==> src/rtl/instruction_fetch_stage_pkg.sv <==
// Shared types and constants for the instruction fetch stage.
//   pc_t          : 32-bit byte address
//   fetch_state_t : fetch FSM state (FETCH, LAST, DONE)
//   align_word()  : clears the two byte-offset bits of an address
package instruction_fetch_stage_pkg;

  typedef logic [31:0] pc_t;

  localparam int          WORD_BYTES = 4;
  localparam logic [31:0] NOP_INSTR  = 32'h0000_0000;  // sll $0,$0,0

  typedef enum logic [1:0] {
    FETCH = 2'd0,
    LAST  = 2'd1,
    DONE  = 2'd2
  } fetch_state_t;

  function automatic pc_t align_word(input pc_t addr);
    return {addr[31:2], 2'b00};
  endfunction

endpackage

==> src/rtl/instruction_fetch_stage_if.sv <==
// Bundle of every signal between the fetch stage and its neighbours
// (hazard unit, Execute redirect, instruction ROM, Decode).
//   master : the fetch stage itself
//   slave  : the surrounding pipeline / testbench
//
// Handshake: there is no ready signal. instr_D/pc_plus4_D carry a real
// instruction only while valid_D=1; Decode back-pressures with stall_D
// (IF/ID holds) and the PC with stall_F (PC holds). flush_D always wins
// over stall_D and turns the IF/ID slot into a bubble. A redirect
// (pc_src_E) is taken on the edge it is seen, regardless of stall_F.
interface instruction_fetch_stage_if;
  import instruction_fetch_stage_pkg::*;

  logic         stall_F;
  logic         stall_D;
  logic         flush_D;
  logic         pc_src_E;
  pc_t          pc_target_E;
  pc_t          imem_addr;
  logic [31:0]  imem_rd;
  logic [31:0]  instr_D;
  pc_t          pc_plus4_D;
  logic         valid_D;
  logic         misalign;
  logic         done;
  logic [31:0]  fetch_count;
  fetch_state_t state;  // debug view of the fetch FSM

  modport master (
    input  stall_F, stall_D, flush_D, pc_src_E, pc_target_E, imem_rd,
    output imem_addr, instr_D, pc_plus4_D, valid_D, misalign, done,
           fetch_count, state
  );

  modport slave (
    output stall_F, stall_D, flush_D, pc_src_E, pc_target_E, imem_rd,
    input  imem_addr, instr_D, pc_plus4_D, valid_D, misalign, done,
           fetch_count, state
  );

endinterface

==> src/rtl/instruction_fetch_stage_if_id_register.sv <==
// IF/ID pipeline register.
//   flush       : force a bubble (beats stall)
//   stall       : hold all outputs
//   fetch_valid : the word presented is a real fetch; otherwise a bubble
//                 is loaded
//   instr_in / pc_plus4_in : word and PC+4 captured on a load
//   instr / pc_plus4 / valid : registered outputs to Decode
module instruction_fetch_stage_if_id_register
  import instruction_fetch_stage_pkg::*;
#(
  parameter logic [31:0] BUBBLE = NOP_INSTR
) (
  input  logic        clk,
  input  logic        reset,
  input  logic        flush,
  input  logic        stall,
  input  logic        fetch_valid,
  input  logic [31:0] instr_in,
  input  pc_t         pc_plus4_in,
  output logic [31:0] instr,
  output pc_t         pc_plus4,
  output logic        valid
);

  always_ff @(posedge clk or posedge reset) begin
    if (reset) begin
      instr    <= BUBBLE;
      pc_plus4 <= '0;
      valid    <= 1'b0;
    end else if (flush || (!stall && !fetch_valid)) begin
      instr    <= BUBBLE;
      pc_plus4 <= '0;
      valid    <= 1'b0;
    end else if (!stall) begin
      instr    <= instr_in;
      pc_plus4 <= pc_plus4_in;
      valid    <= 1'b1;
    end
  end

endmodule

==> src/rtl/instruction_fetch_stage.sv <==
// Fetch stage: owns the PC, addresses the instruction ROM (zero latency)
// and captures the returned word into IF/ID.
//   clk, reset : rising-edge clock, asynchronous active-high reset
//   fif        : master side of instruction_fetch_stage_if
// The FSM walks FETCH -> LAST -> DONE once the last ROM word has been
// loaded; the PC never wraps back to 0. Only a redirect restarts fetching.
module instruction_fetch_stage
  import instruction_fetch_stage_pkg::*;
#(
  parameter pc_t         RESET_PC   = 32'h0000_0000,
  parameter int          IMEM_DEPTH = 128,
  parameter logic [31:0] NOP_INSTR  = instruction_fetch_stage_pkg::NOP_INSTR
) (
  input  logic                      clk,
  input  logic                      reset,
  instruction_fetch_stage_if.master fif
);

  localparam pc_t LAST_PC = pc_t'((IMEM_DEPTH - 1) * WORD_BYTES);
  localparam pc_t PC_STEP = pc_t'(WORD_BYTES);

  pc_t          pc_f;
  fetch_state_t state;
  logic         done_r;
  logic         misalign_r;
  logic [31:0]  fetch_count_r;
  pc_t          target_aligned;
  logic         counted_load;

  logic [31:0]  instr_q;
  pc_t          pc_plus4_q;
  logic         valid_q;

  assign target_aligned  = align_word(fif.pc_target_E);
  // A real instruction enters IF/ID only on an unflushed, unstalled edge
  // while still fetching.
  assign counted_load    = !fif.flush_D && !fif.stall_D && (state == FETCH);

  assign fif.imem_addr   = pc_f;
  assign fif.done        = done_r;
  assign fif.misalign    = misalign_r;
  assign fif.fetch_count = fetch_count_r;
  assign fif.state       = state;
  assign fif.instr_D     = instr_q;
  assign fif.pc_plus4_D  = pc_plus4_q;
  assign fif.valid_D     = valid_q;

  // PC and FSM. Redirect beats stall_F; a target past the ROM is taken
  // but goes straight to DONE since nothing there can be fetched.
  always_ff @(posedge clk or posedge reset) begin
    if (reset) begin
      pc_f       <= RESET_PC;
      state      <= FETCH;
      done_r     <= 1'b0;
      misalign_r <= 1'b0;
    end else begin
      misalign_r <= fif.pc_src_E && (fif.pc_target_E[1:0] != 2'b00);
      if (fif.pc_src_E) begin
        pc_f <= target_aligned;
        if (target_aligned > LAST_PC) begin
          state  <= DONE;
          done_r <= 1'b1;
        end else begin
          state  <= FETCH;
          done_r <= 1'b0;
        end
      end else if (!fif.stall_F) begin
        case (state)
          FETCH: begin
            if (pc_f == LAST_PC) state <= LAST;
            else                 pc_f  <= pc_f + PC_STEP;
          end
          LAST: begin
            state  <= DONE;
            done_r <= 1'b1;
          end
          DONE:    ;
          default: state <= FETCH;
        endcase
      end
    end
  end

  always_ff @(posedge clk or posedge reset) begin
    if (reset)             fetch_count_r <= '0;
    else if (counted_load) fetch_count_r <= fetch_count_r + 32'd1;
  end

  instruction_fetch_stage_if_id_register #(
    .BUBBLE (NOP_INSTR)
  ) u_if_id (
    .clk         (clk),
    .reset       (reset),
    .flush       (fif.flush_D),
    .stall       (fif.stall_D),
    .fetch_valid (state == FETCH),
    .instr_in    (fif.imem_rd),
    .pc_plus4_in (pc_f + PC_STEP),
    .instr       (instr_q),
    .pc_plus4    (pc_plus4_q),
    .valid       (valid_q)
  );

endmodule

==> src/flat_wrapper.sv <==
// flat-port wrapper written by rule: the top's interface ports become plain ports
module instruction_fetch_stage_flat import instruction_fetch_stage_pkg::*;
#(
  parameter pc_t         RESET_PC   = 32'h0000_0000,
  parameter int          IMEM_DEPTH = 128,
  parameter logic [31:0] NOP_INSTR  = instruction_fetch_stage_pkg::NOP_INSTR
)
  (clk, reset, fif_stall_F, fif_stall_D, fif_flush_D, fif_pc_src_E, fif_pc_target_E, fif_imem_rd, fif_imem_addr, fif_instr_D, fif_pc_plus4_D, fif_valid_D, fif_misalign, fif_done, fif_fetch_count, fif_state);
  instruction_fetch_stage_if fif_i ();
  input  logic clk;
  input  logic reset;
  input wire logic [$bits(fif_i.stall_F)-1:0] fif_stall_F;
  input wire logic [$bits(fif_i.stall_D)-1:0] fif_stall_D;
  input wire logic [$bits(fif_i.flush_D)-1:0] fif_flush_D;
  input wire logic [$bits(fif_i.pc_src_E)-1:0] fif_pc_src_E;
  input wire logic [$bits(fif_i.pc_target_E)-1:0] fif_pc_target_E;
  input wire logic [$bits(fif_i.imem_rd)-1:0] fif_imem_rd;
  output wire logic [$bits(fif_i.imem_addr)-1:0] fif_imem_addr;
  output wire logic [$bits(fif_i.instr_D)-1:0] fif_instr_D;
  output wire logic [$bits(fif_i.pc_plus4_D)-1:0] fif_pc_plus4_D;
  output wire logic [$bits(fif_i.valid_D)-1:0] fif_valid_D;
  output wire logic [$bits(fif_i.misalign)-1:0] fif_misalign;
  output wire logic [$bits(fif_i.done)-1:0] fif_done;
  output wire logic [$bits(fif_i.fetch_count)-1:0] fif_fetch_count;
  output wire logic [$bits(fif_i.state)-1:0] fif_state;
  assign fif_i.stall_F = fif_stall_F;
  assign fif_i.stall_D = fif_stall_D;
  assign fif_i.flush_D = fif_flush_D;
  assign fif_i.pc_src_E = fif_pc_src_E;
  assign fif_i.pc_target_E = fif_pc_target_E;
  assign fif_i.imem_rd = fif_imem_rd;
  assign fif_imem_addr = fif_i.imem_addr;
  assign fif_instr_D = fif_i.instr_D;
  assign fif_pc_plus4_D = fif_i.pc_plus4_D;
  assign fif_valid_D = fif_i.valid_D;
  assign fif_misalign = fif_i.misalign;
  assign fif_done = fif_i.done;
  assign fif_fetch_count = fif_i.fetch_count;
  assign fif_state = fif_i.state;
  instruction_fetch_stage #(.RESET_PC(RESET_PC), .IMEM_DEPTH(IMEM_DEPTH), .NOP_INSTR(NOP_INSTR)) u_core (.clk(clk), .reset(reset), .fif(fif_i));
endmodule
==> config.mk <==
export PLATFORM = sky130hd
export DESIGN_NAME = instruction_fetch_stage_flat
export DESIGN_NICKNAME = d
export VERILOG_FILES = /design/src/rtl/instruction_fetch_stage_pkg.sv /design/src/rtl/instruction_fetch_stage_if.sv /design/src/rtl/instruction_fetch_stage_if_id_register.sv /design/src/rtl/instruction_fetch_stage.sv /design/src/flat_wrapper.sv
export SDC_FILE = /design/constraint.sdc
export NUM_CORES = 1
export LEC_CHECK = 0
export BUFFER_PORTS_ARGS = -buffer_cell sky130_fd_sc_hd__buf_2
export CAP_MARGIN = 10
export CORE_MARGIN = 3
export CORE_UTILIZATION = 48
export CTS_BUF_LIST = sky130_fd_sc_hd__clkbuf_4
export DETAILED_ROUTE_END_ITERATION = 8
export GPL_TIMING_DRIVEN = 0
export PLACE_DENSITY_LB_ADDON = 0.15
export SLEW_MARGIN = 30
export SYNTH_ARGS = -nofsm -noshare
export SYNTH_HDL_FRONTEND = slang
export SYNTH_SLANG_ARGS = --single-unit
==> constraint.sdc <==
create_clock -name clk -period 4.15 [get_ports clk]
set_input_delay 0.83 -clock clk [delete_from_list [all_inputs] [get_ports clk]]
set_output_delay 0.83 -clock clk [all_outputs]
set_load 0.01 [all_outputs]
==> results of run 1 <==
==> kinds of logic (layout without fill, tap and decap cells) <==
kind of cell | Yosys count | count (layout)
AO/OA/AOI/OAI | 113 | 113
XOR/XNOR | 68 | 68
adder cells (fa/ha/maj) | 2 | 2
buffers and inverters | 53 | 288
flip-flops | 129 | 129
multiplexers | 3 | 3
other | 1 | 4
AND/OR/NAND/NOR | 250 | 250
==> cell usage in the layout (no fill, tap or decap), types with 5 or more instances in the layout <==
cell type  count
nor3_1        13
nand3_1       32
nor4_1        15
a22o_1        35
and3_1        10
clkbuf_1      20
a22oi_1        5
nor3_2         7
nand2_1       74
inv_1         13
or3_1         12
a31oi_1       13
or4_1          8
o21ai_0       36
clkbuf_4      17
o21ai_1       12
nor2b_1        5
dfrtp_1      129
xor2_1        40
clkinv_2       5
buf_2        205
xnor2_1       28
nor2_1        38
nand4_1       19
buf_6          5
==> state kept, by name, summed over array words and instances, names as in the netlist <==
name	flops
u_core.fif.fetch_count	32
u_core.u_if_id.instr	32
u_core.fif.imem_addr	30
u_core.u_if_id.pc_plus4	30
u_core.fif.state	2
u_core.fif.done	1
u_core.fif.misalign	1
u_core.u_if_id.valid	1
==> how the worst max path moves through the flow <==
stage,start,end,slack [ps],depth (start not counted)
5_1_grt,u_core.fif.imem_addr[2],u_core.fif.imem_addr[12],1540,9
3_3_place_gp,reset,u_core.u_if_id.pc_plus4[15],920,2
6_report,u_core.fif.imem_addr[2],u_core.fif.imem_addr[30],1660,6
4_1_cts,u_core.fif.imem_addr[2],u_core.fif.imem_addr[3],1710,9
2_1_floorplan,reset,u_core.fif.done,1720,1
3_5_place_dp,fif_stall_F,u_core.fif.imem_addr[30],1380,6
==> worst max-delay path, delay by kind of cell (launching register included) <==
family | cells | cell delay, ps
adders and majority gates | 1 | 280
xor gates and xnor gates | 1 | 180
and+or+nand+nor | 3 | 1180
DFF | 1 | 510
muxes | 1 | 260
==> layer usage <==
metal / track usage [%] / vias to the layer above / wire, um
met5: 0 / - / 0
met4: 7.65 / 0 / 264
met3: 7.16 / 27 / 1700
met2: 42.9 / 280 / 9140
met1: 36.3 / 2793 / 7850
li1: - / 2653 / -
==> report_power, final <==
part	leakage, nW	internal, W	switching, W
Clock	0.146	0.000351	0.000479
Sequential	1.67	0.00133	0.0000981
Combinational	2.03	0.000193	0.000276
==> metrics by stage <==
step                instance area, sq um  power, W  hold WS [ps]
global route                        7870   0.00289           216
global placement                    7480   0.00190           452
detailed placement                  7600   0.00192           466
floorplan                           6280   0.00169           504
CTS                                 7870   0.00276           236
finish                              7870   0.00273           262
==> cell type report <==
class | instances | area [sq um]
fillers | 1133 | 4800
flip-flops and latches | 129 | 3230
multi-input cells | 440 | 2770
repair buffers | 203 | 1110
plain buffers | 39 | 220
well taps | 172 | 215
clock inverters | 15 | 143
clock buffers | 17 | 128
inverters | 14 | 56.3
==> impl_results.md, run 1 <==
* Outcome: complete, no violations
* CTS tree: built
* Util after Layout at 62.1%
* Nets at 916
* VDD IR-drop max at 0.000161 V
* Hold Vio Cnt, Final at 0
* Clock period minus worst slack at 2490 ps
* Syn. warnings at 0
* Die X at 120 um
* Layout area overhead at 25.7%
* Initial core utilization at 49.4%
* R2R depth at 6
* PD cells at 347 nW/um^2
* Total wire length at 19000 um
* Gr ovfl total at 0
* Die area at 14500 sq um
* Nature of the critical path endpoint: flip-flop
* Pleak at 3.85 nW
* Syn Area/Cell at 10.1 sq um
* Flops & latches, synth at 129
* R2R Path End: u_core.fif.imem_addr[30]
* Diodes inserted at 0
* Ranking of synthesized cells by area: dfrtp_1, xor2_1, a22o_1
* Placed Instances at 997
* Post-CTS Hold Fix Bufs at 0
* Die height at 120 um
* Final max-slew violation count at 0
* Setup TNS at 0 ps
* Seq/Total Area, Yosys at 51.6%
* Clock skew at 20.9 ps
* Max Freq at 402 MHz
* Mapped Cells at 619
* Crit-path slowest cell: nor4_1
* CTS max path bufs at 2
* Share of the synthesized area in the top cell type at 51.6%
* Post-CTS resize count at 0
* Final setup vio count at 0
* Initial antenna violation count at 0
* Post-synthesis adder-cell area fraction at 0.400%
* Element type at the critical path start: flip-flop
* Setup Slack @ Placement at 1380 ps
* Share of post-route cells with drive strength above 1 at 31.4%
* Fin cells at 1029
* Max_slew headroom at 46.3%
* Vias per inst at 5.59
* TritonRoute pass-1 iters at 5
* Worst Path Max Fanout at 7
* Worst r2r src: u_core.fif.imem_addr[2]
* Top cells by count, synth: dfrtp_1, nand2_1, xor2_1
* Total GRT Usage at 26.8%
* H-tree Lvls at 4
* Port Buf Inserts at 198
* First-pass GRT wire length at 30400 um
* Core Region at 12700 sq um
* Clk_lat worst skew at 540 ps
* Clk sinks at 129
* DRC at 0
* ANT nets after route at 0
* DR iter-0 viols at 518
* Main synth FF type: dfrtp_1
* Post-Syn Area at 6260 sq um
* Largest family of logic cells by synthesized area: simple AND/OR/NAND/NOR gates
* Total CTS buffers at 17
* Post-synthesis compound-gate area fraction at 12.4%
* Via count at 5753
* Pin count of the biggest net entering global routing at 30
* Ys async rst share at 100%
* WL/cell at 18.4 um
* RSZ-0062 raised after global routing: no
* Xor and xnor area share after synthesis at 9.51%
* Number of setup buffers added after CTS at 0
* Worst-Margin Slew at 798 ps
* Post-synthesis mux area share at 0.500%
* CP required at 4590 ps
* EDFF count, synth at 0
* Clk slew on worst S/H paths at 120 ps
* Final period utilization at 59.9%
* WS Path Type: reg2reg
* Routability cong. at 0.918
* Num rows at 41
* Number of global-route vias before repair at 5696
* Top-count cell post-synth: dfrtp_1
* Number of distinct library cells after synthesis at 47
* Post-synth top area cell: dfrtp_1
* Final worst setup slack at 1660 ps
* Top-level port count at 203
* Clk root buf: clkbuf_4
* Crit-path cells: ha_1, nand3_1, nor4_1, nand4_1, xnor2_1, mux2_2
* Synthesized-area fraction occupied by and/or/nand/nor cells at 21.2%
* Number of max-cap violations at 0
* Hold WC Path Type: in2async
* Reg2Reg Setup Slack at 1660 ps
* Crit path DAT at 2930 ps
* Post-DP HPWL at 14300 um
* Slowest Stage Delay on Critical Path at 750 ps
Power figures use the tool's default switching activity.
==> inputs of run 2 (changes only) <==
- clock period: 4.15 -> 2.1 ns (I/O delays scaled with it)
==> run 2 against run 1 <==
The run now ends with setup timing left. Utilization is 3.6 points higher. Power is 100% higher. Combinational power is 120% higher. Critical path type unchanged. Highest routed layer unchanged.
==> impl_results.md, run 2 (same netlist as run 1, synthesis figures left out) <==
* WS Path Type: reg2reg
* Num rows at 41
* CTS max path bufs at 2
* Worst-Margin Slew at 636 ps
* R2R depth at 7
* PD cells at 662 nW/um^2
* Final max-slew violation count at 0
* Clk sinks at 129
* WL/cell at 18.8 um
* Clk slew on worst S/H paths at 120 ps
* First-pass GRT wire length at 31100 um
* Core Region at 12700 sq um
* Final setup vio count at 10
* Initial antenna violation count at 0
* Clk root buf: clkbuf_4
* Hold WC Path Type: in2reg
* Leading cell types in the layout, fill and taps excluded: buf_2, dfrtp_1, nand2_1
* Reg2Reg Setup Slack at -60 ps
* Nets at 939
* Final period utilization at 103%
* Diodes inserted at 0
* Finished Cell Area at 8320 sq um
* Element type at the critical path start: flip-flop
* Hold Vio Cnt, Final at 0
* Die X at 120 um
* Gr ovfl total at 0
* Clk_lat worst skew at 540 ps
* Pleak at 4.03 nW
* Commonest non-fill, non-tap cell in the layout: buf_2
* CP startpoint: u_core.fif.imem_addr[15]
* Pin count of the biggest net entering global routing at 30
* Top-level port count at 203
* Number of max-cap violations at 0
* CTS tree: built
* Total CTS buffers at 17
* Clock period minus worst slack at 2160 ps
* RSZ-0062 raised after global routing: yes
* Initial core utilization at 49.4%
* Clock skew at 19.2 ps
* Share of post-route cells with drive strength above 1 at 37.4%
* Max_slew headroom at 57.6%
* ANT nets after route at 0
* Util after Layout at 65.7%
* Max Freq at 464 MHz
* Worst Path Max Fanout at 8
* R2R Path End: u_core.fif.imem_addr[3]
* Via count at 5914
* Post-DP HPWL at 14300 um
* DR iter-0 viols at 500
* Setup Slack @ Placement at -308 ps
* TritonRoute pass-1 iters at 5
* Violated checks: setup timing
* CP endpoint: u_core.fif.imem_addr[3]
* Worst r2r src: u_core.fif.imem_addr[15]
* CP required at 2510 ps
* Outcome: finished, violations left
* Final worst setup slack at -57.5 ps
* Die height at 120 um
* DRC at 0
* Nature of the critical path endpoint: flip-flop
* Crit path DAT at 2560 ps
* Total GRT Usage at 27.4%
* VDD IR-drop max at 0.000353 V
* Layout area overhead at 32.9%
* H-tree Lvls at 4
* Setup TNS at -277 ps
* Number of global-route vias before repair at 5812
* Die area at 14500 sq um
* Port Buf Inserts at 198
* Routability cong. at 0.918
* Total wire length at 19800 um
* Vias per inst at 5.62
* Placed instance area at 7600 sq um
run 2: cell count changes in the layout (fill, tap and decap cells not counted), moves of 7 or more:
cell     delta
buf_4      +22
dfrtp_1    -10
dfrtp_2    +10
o21ai_2     +9
o21ai_1     -7
run 2: timing repair:
item / CTS / global route
pin swaps: 6 / 32
hold buffers: 1 / 0
hold endpoints to repair: 13 / 0
buffers inserted: 12 / 11
setup endpoints to repair: 39 / 64
gates resized for setup: 20 / 43
gates cloned: 0 / 2
run 2: worst min-delay path by stage:
stage | from | end | slack, ps | depth (start not counted)
2_1_floorplan | u_core.fif.fetch_count[31] | u_core.fif.fetch_count[31] | 500 | 1
3_3_place_gp | u_core.fif.fetch_count[31] | u_core.fif.fetch_count[31] | 450 | 1
3_5_place_dp | reset | u_core.fif.fetch_count[27] | 430 | 2
4_1_cts | fif_pc_target_E[0] | u_core.fif.misalign | 40 | 3
5_1_grt | fif_imem_rd[12] | u_core.u_if_id.instr[12] | 30 | 2
6_report | fif_pc_target_E[0] | u_core.fif.misalign | 90 | 3
run 2: layout make-up:
type                            instances  area, sq um
Fill cell                            1074         4350
Sequential cell                       129         3240
Multi-Input combinational cell        440         2980
Timing Repair Buffer                  229         1340
Buffer                                 36          221
Tap cell                              172          215
Clock inverter                         15          143
Clock buffer                           17          128
Inverter                               14         56.3
run 2: stage by stage:
stage / power, W / cells / hold slack [ps]
4_1_cts: 0.00548 / 1040 / 40.4
3_5_place_dp: 0.00380 / 997 / 431
5_1_grt: 0.00582 / 1052 / 34.2
3_3_place_gp: 0.00375 / 992 / 452
6_report: 0.00551 / 1052 / 86.8
2_1_floorplan: 0.00335 / 622 / 504
run 2: metal layers:
metal | up-vias | global-route usage, % | wire, um
met5 | - | 0 | 0
met4 | 0 | 7.15 | 235
met3 | 24 | 7.76 | 1740
met2 | 292 | 44.4 | 9760
met1 | 2894 | 36.5 | 8020
li1 | 2704 | - | -
run 2: report_power, final:
part,internal [W],switching [W]
sequential,0.00264,0.000212
clock,0.000694,0.000946
combinational,0.000432,0.000584
run 2: critical path, stage by stage, from the launching register on:
cell,delay (ps)
dfrtp_1,520
nor4_1,320
nand4_1,240
o31ai_4,370
buf_6,210
buf_12,140
mux2i_1,180
o21ai_1,70
==> inputs of run 3 (changes only) <==
- SETUP_SLACK_MARGIN: not set -> 0.1
==> run 3 against run 2 <==
The flow now finishes without violations. Register-to-register slack better by 60 ps. Die area stayed put. Wire length increased by 5.8%. Clock power increased by 13%. Flip-flop and latch count is the same. Critical path type unchanged. Highest routed layer unchanged.
==> impl_results.md, run 3 (same netlist as run 1, synthesis figures left out) <==
* Outcome: complete, no violations
* Commonest non-fill, non-tap cell in the layout: buf_2
* Die area at 14500 sq um
* Worst-Margin Slew at 663 ps
* Nets at 970
* CP Buf/Inv Count at 2
* Initial core utilization at 49.4%
* Clk_lat worst skew at 550 ps
* Worst Path Max Fanout at 7
* Crit-path slowest cell: dfrtp_1
* Final worst setup slack at 3.33 ps
* Share of post-route cells with drive strength above 1 at 43.1%
* Total wire length at 20900 um
* Pleak at 4.33 nW
* CTS tree: built
* Clk sinks at 129
* Final max-slew violation count at 0
* Layout area overhead at 41.6%
* DRC at 0
* H-tree Lvls at 4
* Top-level port count at 203
* Clk root buf: clkbuf_4
* Nature of the critical path endpoint: flip-flop
* Total CTS buffers at 17
* Max_slew headroom at 55.7%
* Setup TNS at 0 ps
* Slowest Stage Delay on Critical Path at 510 ps
* CP required at 2510 ps
* VDD IR-drop max at 0.000375 V
* Pin count of the biggest net entering global routing at 30
* Gr ovfl total at 0
* First-pass GRT wire length at 31900 um
* Largest delay share family, worst path: simple AND/OR/NAND/NOR gates
* Hold WC Path Type: in2reg
* Multi-input gate area at 3230 sq um
* Setup Slack @ Placement at -305 ps
* Element type at the critical path start: flip-flop
* TritonRoute pass-1 iters at 5
* Crit-path cells: nor4_1, nand2_1, o31ai_4, buf_6, buf_12, xor2_1, o21ai_1
* Routability cong. at 0.917
* Finished Cell Area at 8870 sq um
* Hold Vio Cnt, Final at 0
* CTS max path bufs at 2
* ANT nets after route at 0
* Leading cell types in the layout, fill and taps excluded: buf_2, dfrtp_1, nand2_1
* Placed instance area at 7580 sq um
* Total GRT Usage at 28.3%
* Crit path DAT at 2510 ps
* FILL cells at 973
* WS Path Type: reg2reg
* Core Region at 12700 sq um
* Final setup vio count at 0
* WL/cell at 19.3 um
* DR iter-0 viols at 534
* Number of max-cap violations at 0
* Post-DP HPWL at 14300 um
* Port Buf Inserts at 198
* Via count at 6173
* Clock period minus worst slack at 2100 ps
* Vias per inst at 5.69
* Final period utilization at 99.8%
* Initial antenna violation count at 1
* Number of global-route vias before repair at 5831
* Power, Total at 0.00585 W
* Clock skew at 19.3 ps
* Die X at 120 um
* RSZ-0062 raised after global routing: yes
* Clk slew on worst S/H paths at 120 ps
* PD cells at 659 nW/um^2
* Num rows at 41
* Die height at 120 um
* FF/Latch Area at 3250 sq um
* Max Freq at 477 MHz
## run 3: changes by cell type in the layout (fill, tap and decap cells not counted), moves of 4 or more
cell and delta:
buf_4 +23, buf_6 +9, nand3_1 -7, nor2_4 +7, nor2_1 -6, nor3_4 +5, dfrtp_1 -4, dfrtp_2 +4
nand2_1 -4, nand3_2 +4
## run 3: worst paths after layout
path / cells past startpoint / end / slack [ps] / startpoint
max: 7 / u_core.fif.imem_addr[2] / 3 / u_core.fif.imem_addr[24]
max reg2reg: 7 / u_core.fif.imem_addr[2] / 3 / u_core.fif.imem_addr[24]
min in group asynchronous: 3 / u_core.fif.fetch_count[30] / 520 / reset
min reg2reg: 1 / u_core.fif.fetch_count[31] / 470 / u_core.fif.fetch_count[31]
max in group asynchronous: 5 / u_core.fif.imem_addr[2] / 830 / reset
min: 3 / u_core.fif.imem_addr[6] / 80 / fif_pc_target_E[6]
## run 3: worst register-to-register path: stages (launching register included)
cell and delay [ps]:
dfrtp_1 510, nor4_1 360, nand2_1 180, o31ai_4 330, buf_6 200, buf_12 130
xor2_1 180, o21ai_1 80
## run 3: report_power, final
part           internal, W  switching, W
combinational     0.000491      0.000642
clock             0.000932      0.000930
sequential         0.00264      0.000210
total              0.00406       0.00178
## run 3: metrics by stage
stage                     cells  util (%)  hold WS, ps
final                      1084      70.0         80.9
after global routing       1084      70.0         48.9
after CTS                  1064      66.5         53.4
after detailed placement    996      59.8          465
after global placement      992      59.1          453
after floorplan             622         -          504
## run 3: layout make-up
| class | instances | share of cell area (%) |
|---|---|---|
| Multi-Input combinational cell | 441 | 36.4 |
| Antenna cell | 1 | 0.0282 |
| Buffer | 38 | 2.93 |
| Clock inverter | 14 | 1.92 |
| Tap cell | 172 | 2.43 |
| Sequential cell | 129 | 36.6 |
| Clock buffer | 18 | 1.52 |
| Inverter | 14 | 0.635 |
| Timing Repair Buffer | 257 | 17.5 |
## run 3: metal layers
layer | GRT usage [%] | vias up | wire (um)
met5 | 0 | - | 0
met2 | 45.6 | 367 | 9760
li1 | - | 2775 | -
met3 | 5.61 | 58 | 1860
met4 | 9.35 | 0 | 640
met1 | 38.8 | 2973 | 8630
## run 3: what timing repair did
item | CTS | global route
hold endpoints to repair | 23 | 0
setup endpoints to repair | 88 | 75
cloned | 3 | 0
gates resized for setup | 66 | 74
hold buffers | 1 | 0
buffers inserted | 32 | 21
pin swaps | 34 | 44
